`config.mk`:
```
export PLATFORM = sky130hd
export DESIGN_NAME = ball_motion_ctrl
export DESIGN_NICKNAME = d
export VERILOG_FILES = /design/src/rtl/pong_pkg.sv /design/src/rtl/paddle_hit_check.sv /design/src/rtl/ball_motion_ctrl.sv
export SDC_FILE = /design/constraint.sdc
export NUM_CORES = 1
export LEC_CHECK = 0
export ABC_AREA = 1
export BUFFER_PORTS_ARGS = -buffer_cell sky130_fd_sc_hd__buf_2
export CAP_MARGIN = 20
export CORE_UTILIZATION = 48
export CTS_BUF_LIST = sky130_fd_sc_hd__clkbuf_4 sky130_fd_sc_hd__clkbuf_8
export CTS_CLUSTER_SIZE = 10
export DETAILED_ROUTE_END_ITERATION = 8
export HOLD_SLACK_MARGIN = 0.1
export PLACE_DENSITY = 0.69
export SLEW_MARGIN = 40
export SYNTH_ARGS = -nofsm -noshare
export SYNTH_HDL_FRONTEND = slang
export SYNTH_SLANG_ARGS = --single-unit
export TNS_END_PERCENT = 10
```
`constraint.sdc`:
```
create_clock -name clk -period 3.15 [get_ports clk]
set_clock_uncertainty 0.1 [all_clocks]
set_input_delay 0.1575 -clock clk [delete_from_list [all_inputs] [get_ports clk]]
set_output_delay 0.1575 -clock clk [all_outputs]
set_load 0.05 [all_outputs]
```
`src/rtl/pong_pkg.sv`:
```
// Shared Pong definitions: game state encoding, direction codes and default playfield geometry,
// so the ball engine, paddle controllers and renderer all agree on one layout.
package pong_pkg;

  typedef enum logic [1:0] {IDLE, SERVE, PLAY, GAME_OVER} state_t;

  localparam logic DIR_LEFT  = 1'b0;
  localparam logic DIR_RIGHT = 1'b1;
  localparam logic DIR_UP    = 1'b0;
  localparam logic DIR_DOWN  = 1'b1;

  localparam int DEF_COORD_W     = 10;
  localparam int DEF_SCORE_W     = 4;
  localparam int DEF_LEFT_FACE   = 155;
  localparam int DEF_RIGHT_FACE  = 775;
  localparam int DEF_TOP_WALL    = 45;
  localparam int DEF_BOT_WALL    = 505;
  localparam int DEF_CENTER_X    = 464;
  localparam int DEF_CENTER_Y    = 275;
  localparam int DEF_BALL_HALF   = 8;
  localparam int DEF_PADDLE_HALF = 50;
  localparam int DEF_SPEED_MAX   = 4;
  localparam int DEF_SERVE_TICKS = 60;
  localparam int DEF_WIN_SCORE   = 9;

endpackage

```
`src/rtl/paddle_hit_check.sv`:
```
// Combinational window compare: ball y within +/-WINDOW (inclusive) of paddle centre y.
// Zero latency, no flow control.
module paddle_hit_check #(
  parameter int COORD_W = 10,
  parameter int WINDOW  = 58
) (
  input  logic [COORD_W-1:0] ball_y,
  input  logic [COORD_W-1:0] paddle_y,
  output logic               in_window
);

  logic [COORD_W-1:0] diff;

  always_comb begin
    diff      = (ball_y >= paddle_y) ? (ball_y - paddle_y) : (paddle_y - ball_y);
    in_window = (32'(diff) <= 32'(WINDOW));
  end

endmodule

```
`src/rtl/ball_motion_ctrl.sv`:
```
// Pong ball engine: serve/play/game-over sequencing, wall and paddle bounces, speed-up and scoring.
// Registered outputs; a tick's effect shows the next cycle and cycles without tick hold all state.
module ball_motion_ctrl
  import pong_pkg::*;
#(
  parameter int COORD_W     = DEF_COORD_W,
  parameter int SCORE_W     = DEF_SCORE_W,
  parameter int LEFT_FACE   = DEF_LEFT_FACE,
  parameter int RIGHT_FACE  = DEF_RIGHT_FACE,
  parameter int TOP_WALL    = DEF_TOP_WALL,
  parameter int BOT_WALL    = DEF_BOT_WALL,
  parameter int CENTER_X    = DEF_CENTER_X,
  parameter int CENTER_Y    = DEF_CENTER_Y,
  parameter int BALL_HALF   = DEF_BALL_HALF,
  parameter int PADDLE_HALF = DEF_PADDLE_HALF,
  parameter int SPEED_MAX   = DEF_SPEED_MAX,
  parameter int SERVE_TICKS = DEF_SERVE_TICKS,
  parameter int WIN_SCORE   = DEF_WIN_SCORE
) (
  input  logic               clk,
  input  logic               rst_n,
  input  logic               tick,
  input  logic               start,
  input  logic [COORD_W-1:0] yposLeft,
  input  logic [COORD_W-1:0] yposRight,
  output logic [COORD_W-1:0] xpos,
  output logic [COORD_W-1:0] ypos,
  output logic [SCORE_W-1:0] scoreLeft,
  output logic [SCORE_W-1:0] scoreRight,
  output logic               serving,
  output logic               game_over,
  output logic               winner,
  output logic               hit,
  output logic               miss
);

  localparam int SW    = COORD_W + 2;
  localparam int CNT_W = (SERVE_TICKS > 0) ? $clog2(SERVE_TICKS + 1) : 1;
  localparam int SPD_W = $clog2(SPEED_MAX + 1);

  typedef logic signed [SW-1:0] scoord_t;

  localparam scoord_t MAX_C   = scoord_t'((1 << COORD_W) - 1);
  localparam scoord_t BH_S    = scoord_t'(BALL_HALF);
  localparam scoord_t TOP_S   = scoord_t'(TOP_WALL);
  localparam scoord_t BOT_S   = scoord_t'(BOT_WALL);
  localparam scoord_t LEFT_S  = scoord_t'(LEFT_FACE);
  localparam scoord_t RIGHT_S = scoord_t'(RIGHT_FACE);

  localparam logic [COORD_W-1:0] CX      = COORD_W'(CENTER_X);
  localparam logic [COORD_W-1:0] CY      = COORD_W'(CENTER_Y);
  localparam logic [COORD_W-1:0] Y_TOPRB = COORD_W'(TOP_WALL + BALL_HALF + 1);
  localparam logic [COORD_W-1:0] Y_BOTRB = COORD_W'(BOT_WALL - BALL_HALF - 1);
  localparam logic [COORD_W-1:0] X_LRB   = COORD_W'(LEFT_FACE + BALL_HALF + 1);
  localparam logic [COORD_W-1:0] X_RRB   = COORD_W'(RIGHT_FACE - BALL_HALF - 1);
  localparam logic [SCORE_W-1:0] WIN_S   = SCORE_W'(WIN_SCORE);
  localparam logic [CNT_W-1:0]   CNT_INI = CNT_W'(SERVE_TICKS);
  localparam logic [SPD_W-1:0]   SPD_ONE = SPD_W'(1);
  localparam logic [SPD_W-1:0]   SPD_TOP = SPD_W'(SPEED_MAX);

  function automatic logic [COORD_W-1:0] clamp(input scoord_t v);
    if (v < scoord_t'(0))  return '0;
    else if (v > MAX_C)    return '1;
    else                   return v[COORD_W-1:0];
  endfunction

  state_t             state_q, state_d;
  logic [COORD_W-1:0] xpos_q, xpos_d, ypos_q, ypos_d;
  logic [SCORE_W-1:0] score_l_q, score_l_d, score_r_q, score_r_d;
  logic [SPD_W-1:0]   speed_q, speed_d;
  logic [CNT_W-1:0]   cnt_q, cnt_d;
  logic xdir_q, xdir_d, ydir_q, ydir_d, winner_q, winner_d;
  logic hit_q, hit_d, miss_q, miss_d, serving_q, serving_d, over_q, over_d;

  scoord_t            step, nx, ny;
  logic               pad_l, pad_r, point_l, point_r;
  logic [SCORE_W-1:0] sl_inc, sr_inc;
  logic [SPD_W-1:0]   spd_up;

  paddle_hit_check #(.COORD_W(COORD_W), .WINDOW(PADDLE_HALF + BALL_HALF)) u_hit_l (
    .ball_y(ypos_q), .paddle_y(yposLeft), .in_window(pad_l)
  );
  paddle_hit_check #(.COORD_W(COORD_W), .WINDOW(PADDLE_HALF + BALL_HALF)) u_hit_r (
    .ball_y(ypos_q), .paddle_y(yposRight), .in_window(pad_r)
  );

  // Two guard bits keep candidate positions signed so edge compares never wrap.
  always_comb begin
    step   = $signed({{(SW-SPD_W){1'b0}}, speed_q});
    nx     = (xdir_q == DIR_RIGHT) ? $signed({2'b00, xpos_q}) + step : $signed({2'b00, xpos_q}) - step;
    ny     = (ydir_q == DIR_DOWN)  ? $signed({2'b00, ypos_q}) + step : $signed({2'b00, ypos_q}) - step;
    sl_inc = score_l_q + 1'b1;
    sr_inc = score_r_q + 1'b1;
    spd_up = (speed_q >= SPD_TOP) ? SPD_TOP : speed_q + 1'b1;
  end

  always_comb begin
    state_d   = state_q;
    xpos_d    = xpos_q;
    ypos_d    = ypos_q;
    score_l_d = score_l_q;
    score_r_d = score_r_q;
    speed_d   = speed_q;
    cnt_d     = cnt_q;
    xdir_d    = xdir_q;
    ydir_d    = ydir_q;
    winner_d  = winner_q;
    hit_d     = 1'b0;
    miss_d    = 1'b0;
    point_l   = 1'b0;
    point_r   = 1'b0;
    case (state_q)
      IDLE, GAME_OVER: begin
        if (start) begin
          state_d   = SERVE;
          score_l_d = '0;
          score_r_d = '0;
          speed_d   = SPD_ONE;
          cnt_d     = CNT_INI;
        end
      end
      SERVE: begin
        if (tick) begin
          if (cnt_q <= CNT_W'(1)) begin
            state_d = PLAY;
            cnt_d   = '0;
          end else begin
            cnt_d = cnt_q - 1'b1;
          end
        end
      end
      PLAY: begin
        if (tick) begin
          if (ny - BH_S <= TOP_S) begin
            ypos_d = Y_TOPRB;
            ydir_d = DIR_DOWN;
          end else if (ny + BH_S >= BOT_S) begin
            ypos_d = Y_BOTRB;
            ydir_d = DIR_UP;
          end else begin
            ypos_d = clamp(ny);
          end
          xpos_d = clamp(nx);
          if (nx - BH_S <= LEFT_S) begin
            if (pad_l) begin
              xpos_d  = X_LRB;
              xdir_d  = DIR_RIGHT;
              speed_d = spd_up;
              hit_d   = 1'b1;
            end else begin
              point_r = 1'b1;
            end
          end else if (nx + BH_S >= RIGHT_S) begin
            if (pad_r) begin
              xpos_d  = X_RRB;
              xdir_d  = DIR_LEFT;
              speed_d = spd_up;
              hit_d   = 1'b1;
            end else begin
              point_l = 1'b1;
            end
          end
          // A point recentres the ball, so it overrides the vertical update above.
          if (point_l || point_r) begin
            miss_d  = 1'b1;
            speed_d = SPD_ONE;
            xpos_d  = CX;
            ypos_d  = CY;
            ydir_d  = ~ydir_q;
            xdir_d  = point_r ? DIR_LEFT : DIR_RIGHT;
            if (point_r) score_r_d = sr_inc;
            else         score_l_d = sl_inc;
            if (point_r ? (sr_inc == WIN_S) : (sl_inc == WIN_S)) begin
              state_d  = GAME_OVER;
              winner_d = point_r;
            end else begin
              state_d = SERVE;
              cnt_d   = CNT_INI;
            end
          end
        end
      end
      default: state_d = IDLE;
    endcase
    serving_d = (state_d == SERVE);
    over_d    = (state_d == GAME_OVER);
  end

  always_ff @(posedge clk or negedge rst_n) begin
    if (!rst_n) begin
      state_q   <= IDLE;
      xpos_q    <= CX;
      ypos_q    <= CY;
      score_l_q <= '0;
      score_r_q <= '0;
      speed_q   <= SPD_ONE;
      cnt_q     <= '0;
      xdir_q    <= DIR_RIGHT;
      ydir_q    <= DIR_UP;
      winner_q  <= 1'b0;
      hit_q     <= 1'b0;
      miss_q    <= 1'b0;
      serving_q <= 1'b0;
      over_q    <= 1'b0;
    end else begin
      state_q   <= state_d;
      xpos_q    <= xpos_d;
      ypos_q    <= ypos_d;
      score_l_q <= score_l_d;
      score_r_q <= score_r_d;
      speed_q   <= speed_d;
      cnt_q     <= cnt_d;
      xdir_q    <= xdir_d;
      ydir_q    <= ydir_d;
      winner_q  <= winner_d;
      hit_q     <= hit_d;
      miss_q    <= miss_d;
      serving_q <= serving_d;
      over_q    <= over_d;
    end
  end

  assign xpos       = xpos_q;
  assign ypos       = ypos_q;
  assign scoreLeft  = score_l_q;
  assign scoreRight = score_r_q;
  assign serving    = serving_q;
  assign game_over  = over_q;
  assign winner     = winner_q;
  assign hit        = hit_q;
  assign miss       = miss_q;

endmodule

```
==> results of run 1 <==
[cells in the final DEF, fill, tap and decap left out, types with 4 or more instances in the layout]
cell / count
sky130_fd_sc_hd__o21ai_1: 21
sky130_fd_sc_hd__nor2_2: 13
sky130_fd_sc_hd__ha_4: 6
sky130_fd_sc_hd__o211ai_1: 10
sky130_fd_sc_hd__o22ai_1: 6
sky130_fd_sc_hd__nor2_4: 8
sky130_fd_sc_hd__xor2_1: 33
sky130_fd_sc_hd__nand4_1: 10
sky130_fd_sc_hd__o21ai_0: 47
sky130_fd_sc_hd__dfrtp_1: 34
sky130_fd_sc_hd__buf_2: 55
sky130_fd_sc_hd__nand2_4: 6
sky130_fd_sc_hd__a21o_1: 4
sky130_fd_sc_hd__buf_4: 165
sky130_fd_sc_hd__dfstp_2: 8
sky130_fd_sc_hd__nand2_1: 238
sky130_fd_sc_hd__inv_2: 17
sky130_fd_sc_hd__nand3_1: 65
sky130_fd_sc_hd__nand3_2: 7
sky130_fd_sc_hd__inv_1: 121
sky130_fd_sc_hd__o21ai_2: 11
sky130_fd_sc_hd__ha_1: 56
sky130_fd_sc_hd__xnor2_1: 5
sky130_fd_sc_hd__nor2_1: 66
sky130_fd_sc_hd__nor4_1: 4
sky130_fd_sc_hd__o21bai_1: 4
sky130_fd_sc_hd__nand2_2: 25
sky130_fd_sc_hd__a21oi_2: 8
sky130_fd_sc_hd__fa_1: 5
sky130_fd_sc_hd__nand3b_1: 4
sky130_fd_sc_hd__a21oi_1: 50
sky130_fd_sc_hd__clkbuf_8: 6
sky130_fd_sc_hd__nor3_1: 6
[cell families (layout without fill, tap and decap cells)]
logic type	Yosys count	in the layout
AND/OR/NAND/NOR	462	464
AO/OA/AOI/OAI	181	181
buffers and inverters	164	377
adder cells (fa/ha/maj)	72	72
flip-flops	46	46
XOR/XNOR	40	40
multiplexers	2	2
[metal layers]
metal | vias up | global-route usage (%) | share of wire (%)
li1 | 3568 | - | -
met4 | 0 | 8.101 | 1.9
met5 | - | 0 | 0
met2 | 155 | 48.92 | 46
met1 | 3222 | 39.33 | 48
met3 | 40 | 3.244 | 4.0
[synthesized netlist by cell type, drive strengths merged]
cell and n:
ha 64, buf 11, nor3 8, or2 2
nand3b 4, inv 142, dfstp 10, o211ai 10
nor2 88, nand4 11, a22oi 3, clkinv 3
a21oi 58, nand3 73, xor2 35, clkbuf 8
o21bai 4, o22ai 6, a21o 4, a21boi 4
a31oi 3, dfrtp 36, xnor2 5, mux2i 2
o31ai 3, fa 8, a22o 1, nand2 272
o21ai 81, o21a 2, nor4 4, o2111ai 1
o2bb2ai 1
[flip-flops by register name (all words and copies together), names as in the netlist]
name / flops
serving: 1
miss: 1
xpos: 10
game_over: 1
cnt_q: 6
speed_q: 3
winner: 1
scoreRight: 4
scoreLeft: 4
hit: 1
ypos: 10
xdir_q: 1
ydir_q: 1
state_q: 2
[layout make-up]
type	count	area, µm²	area share, %
clock buffers	6	82.58	0.9798
clock inverters	2	12.51	0.1485
inverters	145	565.5	6.710
multi-input cells	759	4822	57.21
flip-flops and latches	46	1174	13.93
well taps	172	215.2	2.553
repair buffers	224	1556	18.47
[where the power goes]
group / leakage [nW] / switching (W) / internal [W] / total (W)
registers: 0.532 / 0.000202 / 0.000743 / 0.000946
logic: 3.87 / 0.00256 / 0.00179 / 0.00435
clock network: 0.0472 / 0.000225 / 0.000177 / 0.000402
[stage by stage]
step,instances,util [%],area [µm²],hold WS [ps]
after floorplan,967,-,6417,-238.1
after global placement,1331,62.28,7955,308.0
after detailed placement,1331,62.30,7958,106.8
after CTS,1350,64.64,8257,214.2
after global routing,1354,65.98,8428,243.6
final,1354,65.98,8428,225.1
[worst min-delay path, delay by kind of cell]
| family | cells | cell delay [ps] |
|---|---|---|
| AOI/OAI and AO/OA | 1 | 90 |
| buffers and inverters | 2 | 320 |
| and+or+nand+nor | 1 | 60 |
[repair_timing]
action | 4_1_cts | 5_1_grt
setup buffers | 7 | 4
pin swaps | 17 | 19
gates cloned | 2 | 0
resized for setup | 35 | 39
hold buffers | 2 | 0
endpoints found under the setup margin | 46 | 46
hold endpoints to repair | 37 | 0
[final timing paths]
kind,depth (start not counted),startpoint,endpoint
max,18,ypos[1],scoreRight[1]
min,4,tick,ypos[8]
max reg2reg,18,ypos[1],scoreRight[1]
min reg2reg,2,scoreLeft[3],scoreLeft[3]
max in group asynchronous,3,rst_n,ypos[0]
min in group asynchronous,2,rst_n,xpos[9]
==> results.txt, run 1 <==
In this run, synthesis produced a sequential element count of 46. The total clock sinks came out at 46. The synthesized netlist devotes 5.523% of its cell area to XOR and XNOR gates.

The count of maximum capacitance violations is 0. After synthesis, the cell types taking the most area are sky130_fd_sc_hd__nand2_1 15%, sky130_fd_sc_hd__dfrtp_1 14%, sky130_fd_sc_hd__ha_1 13%. The first global-routing pass estimated 31260 µm of wire.

The routed wire length per instance is 14.09 µm. The routed via count came out at 6985. The clock transition at the register clock pins on the worst setup and hold paths after CTS is 90 ps. The largest family of logic cells by synthesized area is simple AND/OR/NAND/NOR gates.

Routability-driven placement finished with a final weighted congestion of 0.9124. The total half-perimeter wirelength after legalization and detailed placement came out at 15260 µm. The number of antenna diodes came out at 0.

The tightest slew margin relative to the limit came out at 59.98%. The data required time at the worst endpoint is 3250 ps. Setup slack on the worst reg-to-reg path comes out at -340 ps. The checks that failed: negative setup slack. The total power came out at 0.005696 W. The number of nets with antenna violations after detailed routing came out at 0.

Synthesis produced 967 cells. The worst setup path is captured at a register. The count of unique library cells instantiated by Yosys came out at 53. The share of the synthesized area in the top cell type is 14.73%. The combined area of all synthesized cells came out at 6344 µm². In the final timing run, aggregate negative setup slack is -12430 ps. The core area is 12770 µm². The post-synthesis adder-cell area fraction came out at 15.15%. The ratio of cells with drive above 1 in the final layout came out at 31.64%. STA classifies the critical path startpoint as a register.

The floorplan step set the die height to 117.0 µm. Of the available clock period, the critical path in the final layout requires 110.9%. The overall die width came out at 117.0 µm. The number of H-tree levels is 2. The simple logic cell fraction of the synthesized area is 33.37%. Walking the worst path, the cells encountered are clkinvlp_4 > buf_4 > fa_1 > inv_1 > nand3_1 > nand4_1 > buf_6 > mux2i_2 > nand3_2 > nand2_2 > nand3_4 > nand2_8 > nor2_8 > inv_8 > nand2_8 > buf_4 > o21ai_0 > nand2_1.

The aggregate routed wire length came out at 19080 µm. The final worst-path setup slack came out at -342.0 ps. For this run, the slowest stage of the critical path takes 640 ps. The cell type of the slowest stage on the worst timing path is sky130_fd_sc_hd__dfstp_4. The initial DRC count is 401. Setup violations remaining at the end of the flow were counted as 46. At the placement stage, the worst setup path has a slack of -426.3 ps. The worst hold path belongs to the class in -> reg. The arrival time reported for the critical path endpoint is 3590 ps.

The leakage component of the power is 4.447 nW. The biggest area contributor in the post-synthesis netlist is sky130_fd_sc_hd__nand2_1. The number of antenna violations at the first check in global routing came out at 0.

TritonCTS built the clock tree. Grouping stages by cell kind, the critical path spends the most delay in buffers and inverters. The maximum fanout encountered on the critical timing path is 9. Row generation in the floorplan step produced 41 rows. The worst IR drop on VDD is 296.3 µV.

The via count of the first global-routing pass came out at 6686. In the global route stage, overall resource usage came out at 29.00%. The number of buffers on the longest clock path came out at 2.

The number of detailed-route iterations in the first pass is 5. Once the floorplan was initialized, standard cells occupied 49.66% of the core. The die outline area is 13680 µm². The total power density per cell area is 675.9 nW/µm².

During synthesis, Yosys emitted a total of 0 warnings. The critical path contains buffers and inverters numbering 6 combined. For this run, the register share of the synthesized area comes to 18.34%. After the last flow step, the layout net total stands at 1277.

The slew at the pin closest to its max-slew limit came out at 600.3 ps. The kind of critical path is reg -> reg. The number of CTS-inserted buffers came out at 5. The total nets after synthesis is 1063. The mux cell area share after synthesis is 0.3156%.

The clock latency on the worst-skew pair came out at 310 ps. The largest net degree at the start of global routing is 46. The hold violation count in the final report was 0. The mean instance size in the synthesized netlist is 6.560 µm².

The fraction of the mapped netlist area in compound gates is 16.65%. The clock tree root buffer cell is sky130_fd_sc_hd__clkbuf_8. Setup repair after global routing could not meet its margin everywhere. The number of vias per cell after detailed routing is 5.159. 57 I/O pins were placed. For this run, design rule violations remaining after detail routing come to 0. Subtracting the final worst setup slack from the clock period gives 3492 ps. The number of port buffers came out at 56. The highest achievable clock rate came out at 286.4 MHz. The number of filler instances in the final layout is 1163.

The total grt overflow is 0. The synthesis-to-layout area growth came out at 32.86%. The run finished, with violations left. The max-slew violation total from the final report came to 0.
(Power assumes the default switching activity.)
==> run 2, diff against run 1 <==
--- a/config.mk
+++ b/config.mk
@@ -8,12 +8,14 @@
 export ABC_AREA = 1
 export BUFFER_PORTS_ARGS = -buffer_cell sky130_fd_sc_hd__buf_2
 export CAP_MARGIN = 20
-export CORE_UTILIZATION = 48
+export CELL_PAD_IN_SITES_DETAIL_PLACEMENT = 0
+export CELL_PAD_IN_SITES_GLOBAL_PLACEMENT = 2
+export CORE_UTILIZATION = 31
 export CTS_BUF_LIST = sky130_fd_sc_hd__clkbuf_4 sky130_fd_sc_hd__clkbuf_8
 export CTS_CLUSTER_SIZE = 10
 export DETAILED_ROUTE_END_ITERATION = 8
 export HOLD_SLACK_MARGIN = 0.1
-export PLACE_DENSITY = 0.69
+export PLACE_DENSITY_LB_ADDON = 0.1
 export SLEW_MARGIN = 40
 export SYNTH_ARGS = -nofsm -noshare
 export SYNTH_HDL_FRONTEND = slang
==> results.txt, run 2 (synthesized netlist as in run 1, its figures left out) <==
The initial core utilization is 32.07% (-18 points). The count of maximum capacitance violations is 0 (unchanged). The worst IR drop on VDD is 314.8 µV (+6.3%). The number of vias per cell after detailed routing is 4.620 (-10%). The core area came to 19780 µm² (+55%). The kind of critical path is reg -> reg.

In this design, the critical path's most frequently occurring cell is sky130_fd_sc_hd__nand2_2. The clock latency on the worst-skew pair is 320 ps (about the same). The cell sitting at the root of the clock tree is a sky130_fd_sc_hd__clkbuf_8. The run finished, with violations left. The number of antenna violations at the first check in global routing is 0 (unchanged). The number of core rows came out at 51 (+24%).

The global routing met3 resource utilization came to 1.792% (-1.5 points). The number of nets with antenna violations after detailed routing is 0 (unchanged). The slack of the worst reg-to-reg path is -440 ps (-100 ps).

The arrival time reported for the critical path endpoint came out at 3750 ps (+160 ps). The maximum fanout encountered on the critical timing path is 6 (-3). The shortest clock period the worst path allows after layout came out at 3595 ps (+102.6 ps). The slew at the pin closest to its max-slew limit is 670.2 ps (+69.89 ps). The tightest slew margin relative to the limit is 55.32% (-4.7 points). The data required time at the worst endpoint is 3300 ps (+50 ps).

TritonCTS built the clock tree. The endpoint identified for the worst register-to-register timing path is cnt_q[0]. The leakage component of the power is 4.679 nW (+5.2%). The synthesis-to-layout area growth is 40.75%. The number of CTS-inserted buffers is 5 (unchanged). The global-route total usage across every layer came to 20.82% (-8.2 points).

The clock transition at the register clock pins on the worst setup and hold paths after CTS is 90 ps (about the same). The met1 demand-to-capacity share in global routing came out at 30.84% (-8.5 points). The number of placed instances, taps included was 1467 (+10%). The ratio of cells with drive above 1 in the final layout is 34.45% (+2.8 points).

The worst reg-to-reg path cell count came out at 30 (+12). The largest individual stage delay along the critical path comes from the cell sky130_fd_sc_hd__dfstp_2. STA classifies the critical path startpoint as a register. In the layout the commonest cells are 238 x sky130_fd_sc_hd__nand2_1, 203 x sky130_fd_sc_hd__buf_4, 120 x sky130_fd_sc_hd__inv_1. In this run the critical register-to-register path is launched from speed_q[0]. The final-stage net count was 1323 (+3.6%). Setup repair after global routing could not meet its margin everywhere. The number of port buffers is 56 (unchanged). The detailed-route DRC error count is 0 (unchanged). The final design instance area without fill is 8929 µm² (+5.9%). The via count of the first global-routing pass is 6737 (+0.76%). The min-delay analysis places its worst path in the category in -> reg. The largest net degree at the start of global routing was 31 (-33%). The number of buffers on the longest clock path came to 2 (unchanged).

The overall die width came out at 145.1 µm (+24%). The number of H-tree levels is 2 (unchanged). The aggregate routed wire length is 21530 µm (+13%). The total half-perimeter wirelength after legalization and detailed placement came out at 17990 µm (+18%). The post-route non-filler standard cell count was 1493 (+10%). The instance area at placement is 8419 µm² (+5.8%). The weighted congestion at the end of routability-driven global placement is 0.8506 (-6.8%). The height of the die came out at 145.1 µm (+24%). The wire length of the first global-routing pass came out at 34920 µm (+12%). The part of the cycle the worst path needs is 114.1% (+3.3 points). The total power density per cell area is 677.0 nW/µm² (+0.17%).

The highest achievable clock rate is 278.2 MHz (-2.9%). The number of antenna diodes came to 0 (unchanged). The total grt overflow is 0 (unchanged). The hold violation count in the final report came to 0 (unchanged). The checks that failed: negative setup slack.

The final setup violation count is 46 (unchanged). The library cell used most frequently in the layout, excluding fill and tap cells, is sky130_fd_sc_hd__nand2_1. The routed via count was 6897 (-1.3%). The total I/O pin count is 57 (unchanged). The worst setup path is captured at a register. The routed wire length per instance came out at 14.42 µm (+2.3%). The delay of the slowest cell on the worst path is 570 ps (-70 ps). The critical path starts at speed_q[0]. The max-slew violation total from the final report is 0 (unchanged). The total clock sinks came to 46 (unchanged). The die outline area is 21040 µm² (+54%). The final worst-path setup slack is -444.6 ps (-102.6 ps). The initial DRC count is 349 (-13%). The met2 usage in global routing is 33.15% (-16 points). The number of detailed-route iterations in the first pass came out at 4 (-1). The global routing stage identified its most utilized layer as met2.

The end point of the critical path is cnt_q[0].
==> run 2: cell types whose count changed in the layout (fill, tap and decap cells not counted), moves of 5 or more <==
| cell | delta |
|---|---|
| sky130_fd_sc_hd__o21ai_1 | +5 |
| sky130_fd_sc_hd__buf_12 | +5 |
| sky130_fd_sc_hd__nand3_2 | +5 |
| sky130_fd_sc_hd__buf_4 | +38 |
| sky130_fd_sc_hd__nand3_1 | -6 |
==> run 2: power by group <==
part | internal (W) | switching (W) | total [W]
sequential | 0.000743 | 0.000188 | 0.000931
combinational | 0.00205 | 0.00265 | 0.00470
clock | 0.000187 | 0.000229 | 0.000416
==> run 2: worst max-delay path: cells and delay by family (launching register included) <==
family,cells,cell delay (ps)
flops,1,570
simple gates,20,1620
fa+ha+maj,2,490
compound gates,1,50
buf+inv,7,690
==> run 2: cell type report <==
cell class | instances | area [µm²]
fill | 2107 | 10850
multi-input combinational | 758 | 4781
timing repair buffer | 271 | 1987
sequential | 46 | 1174
inverter | 145 | 560.5
tap | 265 | 331.6
clock buffer | 7 | 90.09
clock inverter | 1 | 5.005
==> run 2: how the worst min path moves through the flow <==
stage / start / to / slack [ps] / cells after the start
4_1_cts: tick / game_over / 220 / 6
2_1_floorplan: rst_n / cnt_q[0] / -240 / 0
3_5_place_dp: rst_n / hit / 160 / 1
3_3_place_gp: rst_n / hit / 160 / 1
6_report: tick / state_q[1] / 210 / 6
5_1_grt: tick / state_q[1] / 230 / 6
==> run 2: routing by layer <==
layer | vias to the layer above | wire, µm
li1 | 3646 | -
met5 | - | 0
met2 | 76 | 9490
met3 | 14 | 483
met1 | 3161 | 11360
met4 | 0 | 191
==> run 2: through the flow <==
| step | power (W) | TNS, ps | util (%) | worst slack [ps] | hold WS, ps |
|---|---|---|---|---|---|
| floorplan | 0.003564 | -4670 | - | -238.4 | -238.1 |
| global placement | 0.005300 | -16350 | 42.56 | -450.6 | 158.6 |
| detailed placement | 0.005291 | -17830 | 42.56 | -451.0 | 162.3 |
| CTS | 0.005912 | -14780 | 44.17 | -402.7 | 222.4 |
| global route | 0.006616 | -27550 | 45.14 | -735.6 | 232.6 |
| finish | 0.006045 | -14840 | 45.14 | -444.6 | 210.8 |
==> run 2: timing repair <==
item	in CTS	in global routing
setup endpoints to repair	46	46
gates resized for setup	33	44
cloned	0	1
pin swaps	17	25
hold buffers	2	0
buffers inserted	9	6
endpoints found under the hold margin	21	0
